## src/rtl/wavegen_dds.sv

```systemverilog
// Phase-accumulator (DDS) waveform generator.
// It provides saw, reverse saw, triangle, square and PWM waveforms with amplitude scaling.
// New configuration is accepted through a valid/ready handshake.
// A change offered while running takes effect only at the next period boundary,
// so the output never glitches mid-period.
module wavegen_dds #(
  parameter int DATA_W  = 8,
  parameter int PHASE_W = 16
) (
  input  logic               clk,
  input  logic               rst,
  input  logic               en,
  input  logic               cfg_valid,
  output logic               cfg_ready,
  input  logic [2:0]         cfg_mode,
  input  logic [PHASE_W-1:0] cfg_ftw,
  input  logic [DATA_W-1:0]  cfg_duty,
  input  logic [DATA_W-1:0]  cfg_amp,
  output logic [DATA_W-1:0]  out,
  output logic               out_valid,
  output logic               wrap
);

  localparam logic [1:0] IDLE    = 2'd0;
  localparam logic [1:0] RUN     = 2'd1;
  localparam logic [1:0] PENDING = 2'd2;

  localparam int PROD_W = 2 * DATA_W + 1;

  logic [1:0]         state_reg;
  logic [PHASE_W-1:0] phase_reg;
  logic               wrapped_reg;   // phase register holds the first phase of a new period

  // Active and shadow configuration
  logic [2:0]         act_mode_reg, sh_mode_reg;
  logic [PHASE_W-1:0] act_ftw_reg,  sh_ftw_reg;
  logic [DATA_W-1:0]  act_duty_reg, sh_duty_reg;
  logic [DATA_W-1:0]  act_amp_reg,  sh_amp_reg;

  logic               handshake;
  logic               advance;
  logic [PHASE_W:0]   phase_sum;
  logic               carry;
  logic [DATA_W-1:0]  p;
  logic [DATA_W-1:0]  tri_base;
  logic [DATA_W-1:0]  raw;
  logic [DATA_W:0]    amp_p1;
  logic [PROD_W-1:0]  prod;
  logic [DATA_W-1:0]  scaled;

  assign cfg_ready = (state_reg != PENDING);
  assign handshake = cfg_valid & cfg_ready;
  assign advance   = en & (state_reg != IDLE);
  assign phase_sum = {1'b0, phase_reg} + {1'b0, act_ftw_reg};
  assign carry     = phase_sum[PHASE_W];
  assign p         = phase_reg[PHASE_W-1 -: DATA_W];

  // The triangle ramp is the phase shifted left by one bit.
  // The top bit of the phase selects the rising or the falling half.
  assign tri_base[0] = 1'b0;
  for (genvar gi = 1; gi < DATA_W; gi++) begin : g_tri
    assign tri_base[gi] = p[gi-1];
  end

  // Raw waveform sample selected by the active mode
  always_comb begin
    raw = '0;
    case (act_mode_reg)
      3'd0:    raw = p;
      3'd1:    raw = ~p;
      3'd2:    raw = p[DATA_W-1] ? ~tri_base : tri_base;
      3'd3:    raw = p[DATA_W-1] ? '0 : '1;
      3'd4:    raw = (p < act_duty_reg) ? '1 : '0;
      default: raw = '0;
    endcase
  end

  // The amplitude scale factor is amp+1, so full-scale amp passes the raw sample through exactly.
  assign amp_p1 = {1'b0, act_amp_reg} + {{DATA_W{1'b0}}, 1'b1};
  assign prod   = {{(DATA_W+1){1'b0}}, raw} * {{DATA_W{1'b0}}, amp_p1};
  assign scaled = DATA_W'(prod >> DATA_W);

  // Control FSM: phase accumulation, configuration handshake and boundary-aligned switch-over
  always_ff @(posedge clk or posedge rst) begin
    if (rst) begin
      state_reg    <= IDLE;
      phase_reg    <= '0;
      wrapped_reg  <= 1'b0;
      act_mode_reg <= '0;
      act_ftw_reg  <= '0;
      act_duty_reg <= '0;
      act_amp_reg  <= '0;
      sh_mode_reg  <= '0;
      sh_ftw_reg   <= '0;
      sh_duty_reg  <= '0;
      sh_amp_reg   <= '0;
    end else begin
      if (advance) begin
        phase_reg   <= phase_sum[PHASE_W-1:0];
        wrapped_reg <= carry;
      end
      case (state_reg)
        IDLE: begin
          if (handshake) begin
            act_mode_reg <= cfg_mode;
            act_ftw_reg  <= cfg_ftw;
            act_duty_reg <= cfg_duty;
            act_amp_reg  <= cfg_amp;
            phase_reg    <= '0;
            wrapped_reg  <= 1'b0;
            state_reg    <= RUN;
          end
        end
        RUN: begin
          if (handshake) begin
            sh_mode_reg <= cfg_mode;
            sh_ftw_reg  <= cfg_ftw;
            sh_duty_reg <= cfg_duty;
            sh_amp_reg  <= cfg_amp;
            state_reg   <= PENDING;
          end
        end
        PENDING: begin
          if (en && (act_ftw_reg == '0 || carry)) begin
            act_mode_reg <= sh_mode_reg;
            act_ftw_reg  <= sh_ftw_reg;
            act_duty_reg <= sh_duty_reg;
            act_amp_reg  <= sh_amp_reg;
            state_reg    <= RUN;
            // A stalled accumulator can never wrap, so restart the period explicitly.
            if (act_ftw_reg == '0) phase_reg <= '0;
          end
        end
        default: state_reg <= IDLE;
      endcase
    end
  end

  // Output register: one cycle behind the phase register; holds while frozen
  always_ff @(posedge clk or posedge rst) begin
    if (rst) begin
      out       <= '0;
      out_valid <= 1'b0;
      wrap      <= 1'b0;
    end else begin
      out_valid <= advance;
      wrap      <= advance & wrapped_reg;
      if (advance) out <= scaled;
    end
  end

endmodule

```

## config.mk

```make
export PLATFORM = sky130hd
export DESIGN_NAME = wavegen_dds
export DESIGN_NICKNAME = d
export VERILOG_FILES = /design/src/rtl/wavegen_dds.sv
export SDC_FILE = /design/constraint.sdc
export NUM_CORES = 1
export LEC_CHECK = 0
export CORE_UTILIZATION = 40
export CTS_CLUSTER_DIAMETER = 50
export DETAILED_ROUTE_END_ITERATION = 8
export SYNTH_ARGS = -nofsm -noshare
export SYNTH_HDL_FRONTEND = slang
export SYNTH_SLANG_ARGS = --single-unit
```

## constraint.sdc

```tcl
create_clock -name clk -period 6.1 [get_ports clk]
set_clock_uncertainty 0.1 [all_clocks]
set_input_delay 1.83 -clock clk [delete_from_list [all_inputs] [get_ports clk]]
set_output_delay 1.83 -clock clk [all_outputs]
set_load 0.05 [all_outputs]
```

---- Yosys cells after proc, flatten, opt, wreduce, memory -nomap -nowiden ----
Index checks and enable logic that the tools add are counted.
storage, ports and cells
  register bits ........................... 99
  output and inout port bits .............. 11
cells by class
  add/subtract/negate cells ............... 2
  multiply operators ...................... 1
  order comparisons ....................... 1
  equal/unequal tests ..................... 10
  multiplexer cells ....................... 28
  bitwise operators ....................... 5
  reductions and logical operators ........ 10
operators with widths
  cell                 count
  $mux 16              6
  $pmux 16 s2          2
  $mux 8               7
  $pmux 8 s5           1
  $pmux 8 s2           2
  $add 16x16->17       1
  $logic_not 16->1     1
  $mul 8x9->16         1
  $not 8->8            2
  $add 8x1->9 const B  1
  $lt 8x8->1           1
  $ne 2x2->1 const B   4
  $eq 3x2->1 const B   2
  $mux 2               3
  $mux 3               2
  $pmux 2 s3           1
  $pmux 3 s2           1
  $reduce_and 3->1     2
  $reduce_bool 2->1    2
  $and 1x1->1          3
  $eq 3x1->1 const B   1
  $eq 3x3->1 const B   1
  $logic_not 3->1      1
  $mux 1               3
  other kinds (6)      6

---- Logic depth before layout (Yosys ltp) ----
Gate-level depths: netlist (run 1).
  word-level depth ........................ 6
  depth in mapped cells ................... 24
  depth with buffers taken out ............ 24

---- Worst setup path before layout (run 1) ----
Ideal clock, no wire load.
  kind .................................... register to register
  start point ............................. register phase_reg[9]
  end point ............................... register out[5]
  setup time .............................. 92 ps
  arrival time ............................ 5565 ps
  path slack .............................. 343 ps
  stages on the path, launching flop included .. 21
  cell sequence ........................... dfrtp_1 > ha_1 > a2111o_1 > a21oi_4 > nor2_1 > o21a_1 > or2_2 > fa_1 > inv_1 > fa_1 > fa_1 > inv_1 > fa_1 > inv_1 > ha_1 > or2_2 > o22ai_1 > o31ai_4 > o21a_1 > o21a_1 > o31ai_2
on the way
  cells in the longest elaborated chain, start to end .. 4
  elaborated cells between the ends (all ways) .. 7
RTL lines
  element                                         RTL line  RTL
  start: declaration                              31        logic [PHASE_W-1:0] phase_reg;
  start signal: assignment                        99        phase_reg <= phase_sum[PHASE_W-1:0];
  $lt 8x8->1 / $not 8->8 (equally long branches)  73, 71
  $mux 8, on equally long branches                73, 71
  $pmux 8 s5 *                                    68        case (act_mode_reg)
  $mul 8x9->16 *                                  80        assign prod = {{(DATA_W+1){1'b0}}, raw} * {{DATA_W{1'b0}}, amp_p1};
  end signal: assignment                          148       if (advance) out <= scaled;
  end: declaration                                19        output logic [DATA_W-1:0] out,
Mark *: on every way between the ends. The rest lies on a longest branch, timed or not.
A chain may end at the register's enable or synchronous reset.

---- Worst setup path after layout (run 1) ----
  start point ............................. register act_duty_reg[1]
  end point ............................... register out[5]
on the way
  cells in the longest elaborated chain, start to end .. 4
RTL lines
  element                   RTL line  RTL
  start: declaration        37        logic [DATA_W-1:0] act_duty_reg, sh_duty_reg;
  start signal: assignment  107       act_duty_reg <= cfg_duty;
  start signal: assignment  127       act_duty_reg <= sh_duty_reg;
  $lt 8x8->1                73        3'd4: raw = (p < act_duty_reg) ? '1 : '0;
  $mux 8                    73
  $pmux 8 s5                68
  $mul 8x9->16              80
No other way between the ends.

==> impl_metrics.yaml, run 1 <==
run_status:
  outcome: "complete, no violations"
place:
  placedInstanceArea_sq_um: 8215
  place_congestion: 0.8392
  io_buffers: 49
  dp_slack_ns: 0.1465
  hpwl_microns: 11540
layout:
  fin_util: 0.4758
  layout_common_cells: "nor2_1 (113), dfrtp_1 (98), a21oi_1 (62), inv_1 (61), ha_1 (56)"
  fillCellCount: 1755
  n_antenna_cell: 0
  layout_commonest_cell: "nor2_1"
  syn2layout_area_growth_pct: 16.19
  nets: 957
  drive_gt1_frac: 0.1247
  final_area_sq_um: 8547
setup_path:
  worstPathArrival_ns: 6.04
  criticalPathCategory: "reg2reg"
  cp-endpoint: "out[5]"
  end_kind: "register"
  r2r-start: "act_duty_reg[1]"
  reg2reg_depth: 22
  reg2reg_setup_slack_ns: 0.23
  startpoint: "act_duty_reg[1]"
  required_ns: 6.27
  cp_max_fo: 9
  timing.rr.end: "out[5]"
  start_kind: "register"
yosys:
  synth_top_family_by_area: "adder cells"
  synth_compound_area_frac: 0.1194
  synthMuxAreaShare: 0.1053
  synthTopCellsByArea: "dfrtp_1 (34%), fa_1 (11%), ha_1 (9.5%)"
  synth-edff-count: 0
  synth_top_cell_by_area: "dfrtp_1"
  syn_inst: 765
  yosysTopAreaCellShare: 0.3368
  yosys_warnings: 0
  synthSimpleGateAreaFrac: 0.1463
  synthAdderAreaFrac: 0.2068
  synth.distinct_cells: 53
  synth_xor_area_frac: 0.03810
  postSynthAreaPerCell_sq_um: 9.615
  ys_seq_elements: 99
  seq_area_frac_synth: 0.3368
  synth-async-reset-ratio: 1.000
  synth_area_sq_um: 7356
  synth_nets: 901
  synth_top_flop_cell: "dfrtp_1"
timing:
  min_period_ns: 5.870
  hold_violations: 0
  timing.final.crit_share: 0.9623
  slew_headroom: 0.4229
  fin_ws_ns: 0.2301
  setup_viol: 0
  tns_ns: 0
  max_freq_mhz: 170.4
  worst-slew-pin-transition_ns: 0.8657
  report.final.slew_viol_count: 0
routing:
  drc_errors: 0
  drtPass1Iterations: 5
  vias: 5380
  detail_route.vias_per_cell: 5.100
  drtAntennaViolNets: 0
  wl_microns: 15160
  wire_per_inst_microns: 14.37
  drt_iter0_markers: 347
floorplanning:
  die_x_microns: 137.6
  pin_count: 50
  core_sq_um: 17960
  initial_utilization: 0.4095
  dieHeight_microns: 137.6
  die_area_sq_um: 18940
  fp-row-count: 49
clock_network:
  cts_hold_buffers: 0
  cts_max_level: 3
  clk_path_buf_depth: 2
  cts_root_buffer: "clkbuf_16"
  clk_pin_slew_ns: 0.07
  cts_tree: "done"
  cts_buffers: 9
  clk_latency_ns: 0.35
  clock_sinks: 99
global_route:
  antenna_found_initial: 0
  grt_pass1_wl_microns: 25990
  grt_pass1_vias: 5408
  grt_max_degree: 71
  grt_use_total: 0.1758
  grt_overflow: 0
flow_run:
  cap_violations: 0
hold_path:
  hold_class: "reg2reg"
cells by family after synthesis:
logic type	after synthesis
flops	99
buf+inv	91
xor+xnor	32
compound gates	141
mux	73
fa+ha+maj	97
simple gates	232
cell usage after synthesis, types with 3 or more instances:
master,number
nor2_1,113
dfrtp_1,99
a21oi_1,63
inv_1,62
ha_1,56
nand2_1,47
fa_1,41
mux2i_1,38
mux2_2,35
xnor2_1,22
clkbuf_1,21
o21ai_0,17
or2_2,13
o21a_1,12
nand3_1,11
xor2_1,10
a211oi_1,9
a21o_1,9
a31oi_1,7
nand2b_1,7
nor2b_1,7
and2_1,5
buf_2,5
nor3_1,5
nor3b_1,4
nor4_1,4
o21ai_1,4
o21bai_1,4
buf_1,3
nand4_1,3
repair_timing:
action	4_1_cts	5_1_grt
setup endpoints to repair	0	4
setup buffers	0	3
gates resized for setup	0	9
metrics by stage:
| step | hold WS (ns) | instances |
|---|---|---|
| final | 0.3792 | 1055 |
| after global routing | 0.4123 | 1055 |
| after CTS | 0.3838 | 1053 |
| after detailed placement | 0.3705 | 1037 |
| after global placement | 0.3697 | 1037 |
| after floorplan | 0.3532 | 765 |
how the worst min path moves through the flow:
stage          slack, ns  cells past startpoint     startpoint             to
2_1_floorplan       0.35                      1    wrapped_reg           wrap
3_5_place_dp        0.37                      2         out[3]         out[3]
3_3_place_gp        0.37                      2         out[6]         out[6]
5_1_grt             0.41                      1  sh_ftw_reg[1]  sh_ftw_reg[1]
6_report            0.38                      2         out[6]         out[6]
4_1_cts             0.38                      2         out[3]         out[3]
per-layer routing:
metal | routed length [microns] | track usage | share of wire | up-vias
met5 | 0 | 0 | 0 | -
met4 | 177 | 0.05128 | 0.012 | 0
met3 | 372 | 0.02428 | 0.025 | 10
met2 | 7507 | 0.2942 | 0.50 | 66
met1 | 7103 | 0.2356 | 0.47 | 2596
li1 | - | - | - | 2708
critical path, cell delays in order, from the launching register on:
cell and delay, ns:
dfrtp_1 0.35, inv_1 0.05, ha_1 0.28, a2111o_1 0.45, a21oi_4 0.17, nor2_1 0.06
buf_4 0.16, o21a_2 0.15, or2_2 0.30, fa_1 0.53, inv_1 0.05, fa_1 0.48
fa_1 0.54, inv_1 0.05, fa_1 0.53, inv_1 0.04, ha_1 0.23, or2_4 0.27
nor4_4 0.30, o31ai_4 0.12, o21a_1 0.23, o21a_1 0.18, o31ai_2 0.16
cell type report:
| cell class | instances | area (sq um) | share of cell area |
|---|---|---|---|
| clock buffers | 13 | 240.2 | 0.02811 |
| clock inverters | 3 | 46.29 | 0.005416 |
| inverters | 62 | 235.2 | 0.02752 |
| multi-input cells | 575 | 4582 | 0.5361 |
| flip-flops and latches | 99 | 2479 | 0.2900 |
| well taps | 229 | 286.5 | 0.03352 |
| repair buffers | 74 | 678.2 | 0.07934 |
Power of run 1 is not shown: default switching activity piles up to over one toggle a cycle in this logic, so the estimate is an artifact.
==> run 2, diff against run 1 <==
--- a/config.mk
+++ b/config.mk
@@ -5,9 +5,11 @@
 export SDC_FILE = /design/constraint.sdc
 export NUM_CORES = 1
 export LEC_CHECK = 0
+export ABC_CLOCK_PERIOD_IN_PS = 6100
 export CORE_UTILIZATION = 40
 export CTS_CLUSTER_DIAMETER = 50
 export DETAILED_ROUTE_END_ITERATION = 8
+export PLACE_DENSITY_LB_ADDON = 0.15
 export SYNTH_ARGS = -nofsm -noshare
 export SYNTH_HDL_FRONTEND = slang
 export SYNTH_SLANG_ARGS = --single-unit
==> run 2 against run 1 <==
Global-route usage up 0.49 points. Count of clock-buffer cells in the layout down 1. Critical path depth down 1. Wire length up 6.6%. Flip-flop and latch count unchanged. Register-to-register slack better by 0.02 ns. Critical endpoint unchanged. Non-clock buffer count up 5. Setup slack better by 0.016 ns.
==> impl_metrics.yaml, run 2 (synthesis gave the netlist of run 1 again) <==
setup_path:
  end_kind: "register"
  cp_max_fo: 5
  worstPathArrival_ns: 6.01
  slowest_delay_ns: 0.54
  criticalPathCategory: "reg2reg"
  reg2reg_depth: 21
  crit_path_top_delay_cell: "fa_1"
  worst_path_most_repeated_cell: "fa_1"
  start_kind: "register"
  required_ns: 6.26
  path_cells: "ha_1 -> a2111o_1 -> a21oi_4 -> nor2_4 -> o21a_4 -> buf_4 -> or2_2 -> fa_1 -> inv_1 -> fa_1 -> fa_1 -> inv_1 -> fa_1 -> inv_1 -> ha_2 -> or2_4 -> nor4_4 -> o31ai_4 -> o21a_1 -> o21a_1 -> o31ai_2"
timing:
  report.final.slew_viol_count: 0
  whs_ns: 0.3816
  max_freq_mhz: 170.8
  min_period_ns: 5.854
  timing.final.crit_share: 0.9597
  slew_headroom: 0.4497
  setup_viol: 0
  hold_violations: 0
  worst-slew-pin-transition_ns: 0.8195
clock_network:
  clk_latency_ns: 0.35
  clock_sinks: 99
  cts_tree: "done"
  cts_root_buffer: "clkbuf_16"
  clk_path_buf_depth: 2
  cts_buffers: 9
  cts_max_level: 3
  clk_pin_slew_ns: 0.07
  cts_hold_buffers: 0
place:
  placedInstanceArea_sq_um: 8245
  placedCellCount: 1041
  hpwl_microns: 12520
  io_buffers: 49
  place_congestion: 0.8308
global_route:
  grt_max_degree: 62
  grt_use_total: 0.1807
  antenna_found_initial: 0
  grt_overflow: 0
  grt_pass1_wl_microns: 26510
  grt_pass1_vias: 5461
layout:
  layout_common_cells: "nor2_1 (111), dfrtp_1 (99), inv_1 (61), a21oi_1 (61), ha_1 (55)"
  final_area_sq_um: 8620
  n_antenna_cell: 0
  drive_gt1_frac: 0.1372
  final_cells: 1060
  nets: 963
  syn2layout_area_growth_pct: 17.18
  layout_commonest_cell: "nor2_1"
  fillCellCount: 1658
floorplanning:
  die_area_sq_um: 18940
  initial_utilization: 0.4095
  pin_count: 50
  fp-row-count: 49
  dieHeight_microns: 137.6
  core_sq_um: 17960
  die_x_microns: 137.6
routing:
  drtPass1Iterations: 5
  wl_microns: 16170
  drt_iter0_markers: 208
  wire_per_inst_microns: 15.25
  drtAntennaViolNets: 0
  detail_route.vias_per_cell: 5.161
  drc_errors: 0
  vias: 5471
hold_path:
  holdPathStages: 2
  hold_class: "reg2reg"
flow_run:
  cap_violations: 0
run_status:
  outcome: "complete, no violations"
## run 2: cell types whose count changed in the layout (fill, tap and decap cells not counted), moves of 2 or more
| cell | delta |
|---|---|
| buf_4 | +4 |
| nor2_1 | -2 |
| nor2_2 | +2 |
| clkbuf_1 | -3 |
| clkbuf_8 | +2 |
## run 2: path summary, 6_finish.rpt
kind,start,slack [ns],endpoint
max in group asynchronous,rst,3.01,out[4]
min,out[5],0.38,out[5]
max reg2reg,phase_reg[9],0.25,out[5]
min in group asynchronous,rst,1.89,sh_duty_reg[4]
max,phase_reg[9],0.25,out[5]
min reg2reg,out[5],0.38,out[5]
## run 2: what timing repair did
action / CTS / global route
buffers inserted: 0 / 4
pin swaps: 0 / 12
gates cloned: 0 / 1
gates resized for setup: 1 / 14
setup endpoints to repair: 1 / 6
## run 2: routing by layer
layer,GRT usage,wire [microns],up-vias
met3,0.02575,299,13
met5,0,0,-
met4,0.05556,181,0
met1,0.2301,7355,2689
li1,-,-,2718
met2,0.3146,8333,51
## run 2: final cells by class
type | instances | area (sq um) | share of cell area
clock buffer | 12 | 256.5 | 0.02976
clock inverter | 3 | 46.29 | 0.005371
inverter | 62 | 235.2 | 0.02729
timing repair buffer | 79 | 719.4 | 0.08347
tap | 229 | 286.5 | 0.03324
sequential | 99 | 2477 | 0.2874
multi-input combinational | 576 | 4598 | 0.5335
## run 2: metrics by stage
step | setup WS, ns | setup TNS [ns] | util
CTS | 0.01039 | 0 | 0.4761
finish | 0.2458 | 0 | 0.4798
global route | -0.02686 | -0.02686 | 0.4798
global placement | 0.1324 | 0 | 0.4590
floorplan | 0.3429 | 0 | -
detailed placement | 0.008163 | 0 | 0.4590
## run 2: worst max-delay path, delay by kind of cell (launching register included)
family / cells / cell delay (ns)
buffers and inverters: 4 / 0.29
and+or+nand+nor: 4 / 0.98
AOI/OAI and AO/OA: 7 / 1.51
DFF: 1 / 0.39
adders and majority gates: 6 / 2.50
Power of run 2 is left out for the same reason.
==> run 3, diff against run 2 <==
--- a/config.mk
+++ b/config.mk
@@ -10,6 +10,7 @@
 export CTS_CLUSTER_DIAMETER = 50
 export DETAILED_ROUTE_END_ITERATION = 8
 export PLACE_DENSITY_LB_ADDON = 0.15
+export SKIP_CTS_REPAIR_TIMING = 1
 export SYNTH_ARGS = -nofsm -noshare
 export SYNTH_HDL_FRONTEND = slang
 export SYNTH_SLANG_ARGS = --single-unit
==> run 3 against run 2 <==
First-iteration DRC count up 5.8%. Register-to-register slack barely moved. Critical endpoint unchanged. Critical path depth did not move. Worst hold slack unchanged. Via count is 0.18% higher. Critical path type unchanged. Largest cell class unchanged. Setup slack better by 0.0056 ns.
==> impl_metrics.yaml, run 3 (synthesis gave the netlist of run 1 again) <==
setup_path:
  reg2reg_depth: 21
  cp_max_fo: 5
  r2r-start: "phase_reg[9]"
  reg2reg_setup_slack_ns: 0.25
  timing.rr.end: "out[5]"
  worstPathArrival_ns: 6.01
  criticalPathCategory: "reg2reg"
  end_kind: "register"
  required_ns: 6.26
  start_kind: "register"
layout:
  n_antenna_cell: 0
  drive_gt1_frac: 0.1360
  layout_common_cells: "nor2_1 (111), dfrtp_1 (99), a21oi_1 (62), inv_1 (61), ha_1 (55)"
  nets: 963
  syn2layout_area_growth_pct: 17.13
  layout_commonest_cell: "nor2_1"
clock_network:
  cts_max_level: 3
  cts_tree: "done"
  cts_root_buffer: "clkbuf_16"
  clk_pin_slew_ns: 0.06
  clock_sinks: 99
  cts_buffers: 9
  clk_path_buf_depth: 2
  clk_latency_ns: 0.35
timing:
  report.final.slew_viol_count: 0
  setup_viol: 0
  slew_headroom: 0.4242
  timing.final.crit_share: 0.9588
  hold_violations: 0
  worst-slew-pin-transition_ns: 0.8575
  fin_ws_ns: 0.2514
  min_period_ns: 5.849
  whs_ns: 0.3816
  max_freq_mhz: 171.0
floorplanning:
  core_sq_um: 17960
  fp-row-count: 49
  die_x_microns: 137.6
  dieHeight_microns: 137.6
  initial_utilization: 0.4095
  die_area_sq_um: 18940
  pin_count: 50
global_route:
  grt_overflow: 0
  antenna_found_initial: 0
  grt_max_degree: 62
  grt_pass1_vias: 5461
  grt_pass1_wl_microns: 26460
  grt_use_total: 0.1803
place:
  place_congestion: 0.8308
  hpwl_microns: 12520
  dp_slack_ns: 0.008163
  io_buffers: 49
hold_path:
  holdPathStages: 2
  hold_path_startpoint: "out[5]"
  holdPathEnd: "out[5]"
  hold_class: "reg2reg"
routing:
  drtAntennaViolNets: 0
  wire_per_inst_microns: 15.26
  drc_errors: 0
  topRoutingLayerUsed: "met4"
  wl_met2_microns: 8349
  vias: 5481
  drt_iter0_markers: 220
  wl_met3_microns: 286
  wl_microns: 16170
  detail_route.vias_per_cell: 5.171
  m1WireLength_microns: 7355
  drtPass1Iterations: 5
run_status:
  outcome: "complete, no violations"
flow_run:
  cap_violations: 0
[run 3: cell counts in the layout (fill, tap and decap cells not counted)]
Identical to the previous run, type by type.
[run 3: worst max-delay path by stage]
stage	startpoint	end	slack [ns]	cells after the start
3_3_place_gp	phase_reg[12]	out[5]	0.13	23
6_report	phase_reg[9]	out[5]	0.25	21
5_1_grt	act_duty_reg[1]	out[5]	-0.03	20
2_1_floorplan	phase_reg[9]	out[5]	0.34	20
3_5_place_dp	phase_reg[12]	out[5]	0.008	23
4_1_cts	phase_reg[12]	out[5]	-0.01	23
[run 3: critical path, cell delays in order, from the launching register on]
cell and delay [ns]:
dfrtp_1 0.38, ha_1 0.29, a2111o_1 0.45, a21oi_4 0.23, nor2_4 0.07, o21a_4 0.14, buf_4 0.14, or2_2 0.28
fa_1 0.53, inv_1 0.05, fa_1 0.48, fa_1 0.54, inv_1 0.05, fa_1 0.47, inv_1 0.05, ha_2 0.19
or2_4 0.27, nor4_4 0.36, o31ai_4 0.12, o21a_1 0.23, o21a_1 0.18, o31ai_2 0.16
[run 3: layer usage]
layer	global-route usage	vias up
met4	0.05556	0
met3	0.02575	13
met1	0.2294	2698
met2	0.3141	51
li1	-	2719
met5	0	-
[run 3: cell type report]
class	count	area (sq um)
Fill cell	1660	9348
Multi-Input combinational cell	576	4594
Sequential cell	99	2477
Timing Repair Buffer	79	719.4
Tap cell	229	286.5
Clock buffer	12	256.5
Inverter	62	235.2
Clock inverter	3	46.29
[run 3: through the flow]
stage | TNS [ns] | area (sq um) | std cells | utilization
6_report | 0 | 8616 | 1060 | 0.4796
4_1_cts | -0.009531 | 8548 | 1056 | 0.4759
2_1_floorplan | 0 | 7356 | 765 | -
3_5_place_dp | 0 | 8245 | 1041 | 0.4590
5_1_grt | -0.02686 | 8616 | 1060 | 0.4796
3_3_place_gp | 0 | 8245 | 1041 | 0.4590
Power of run 3 is left out for the same reason.
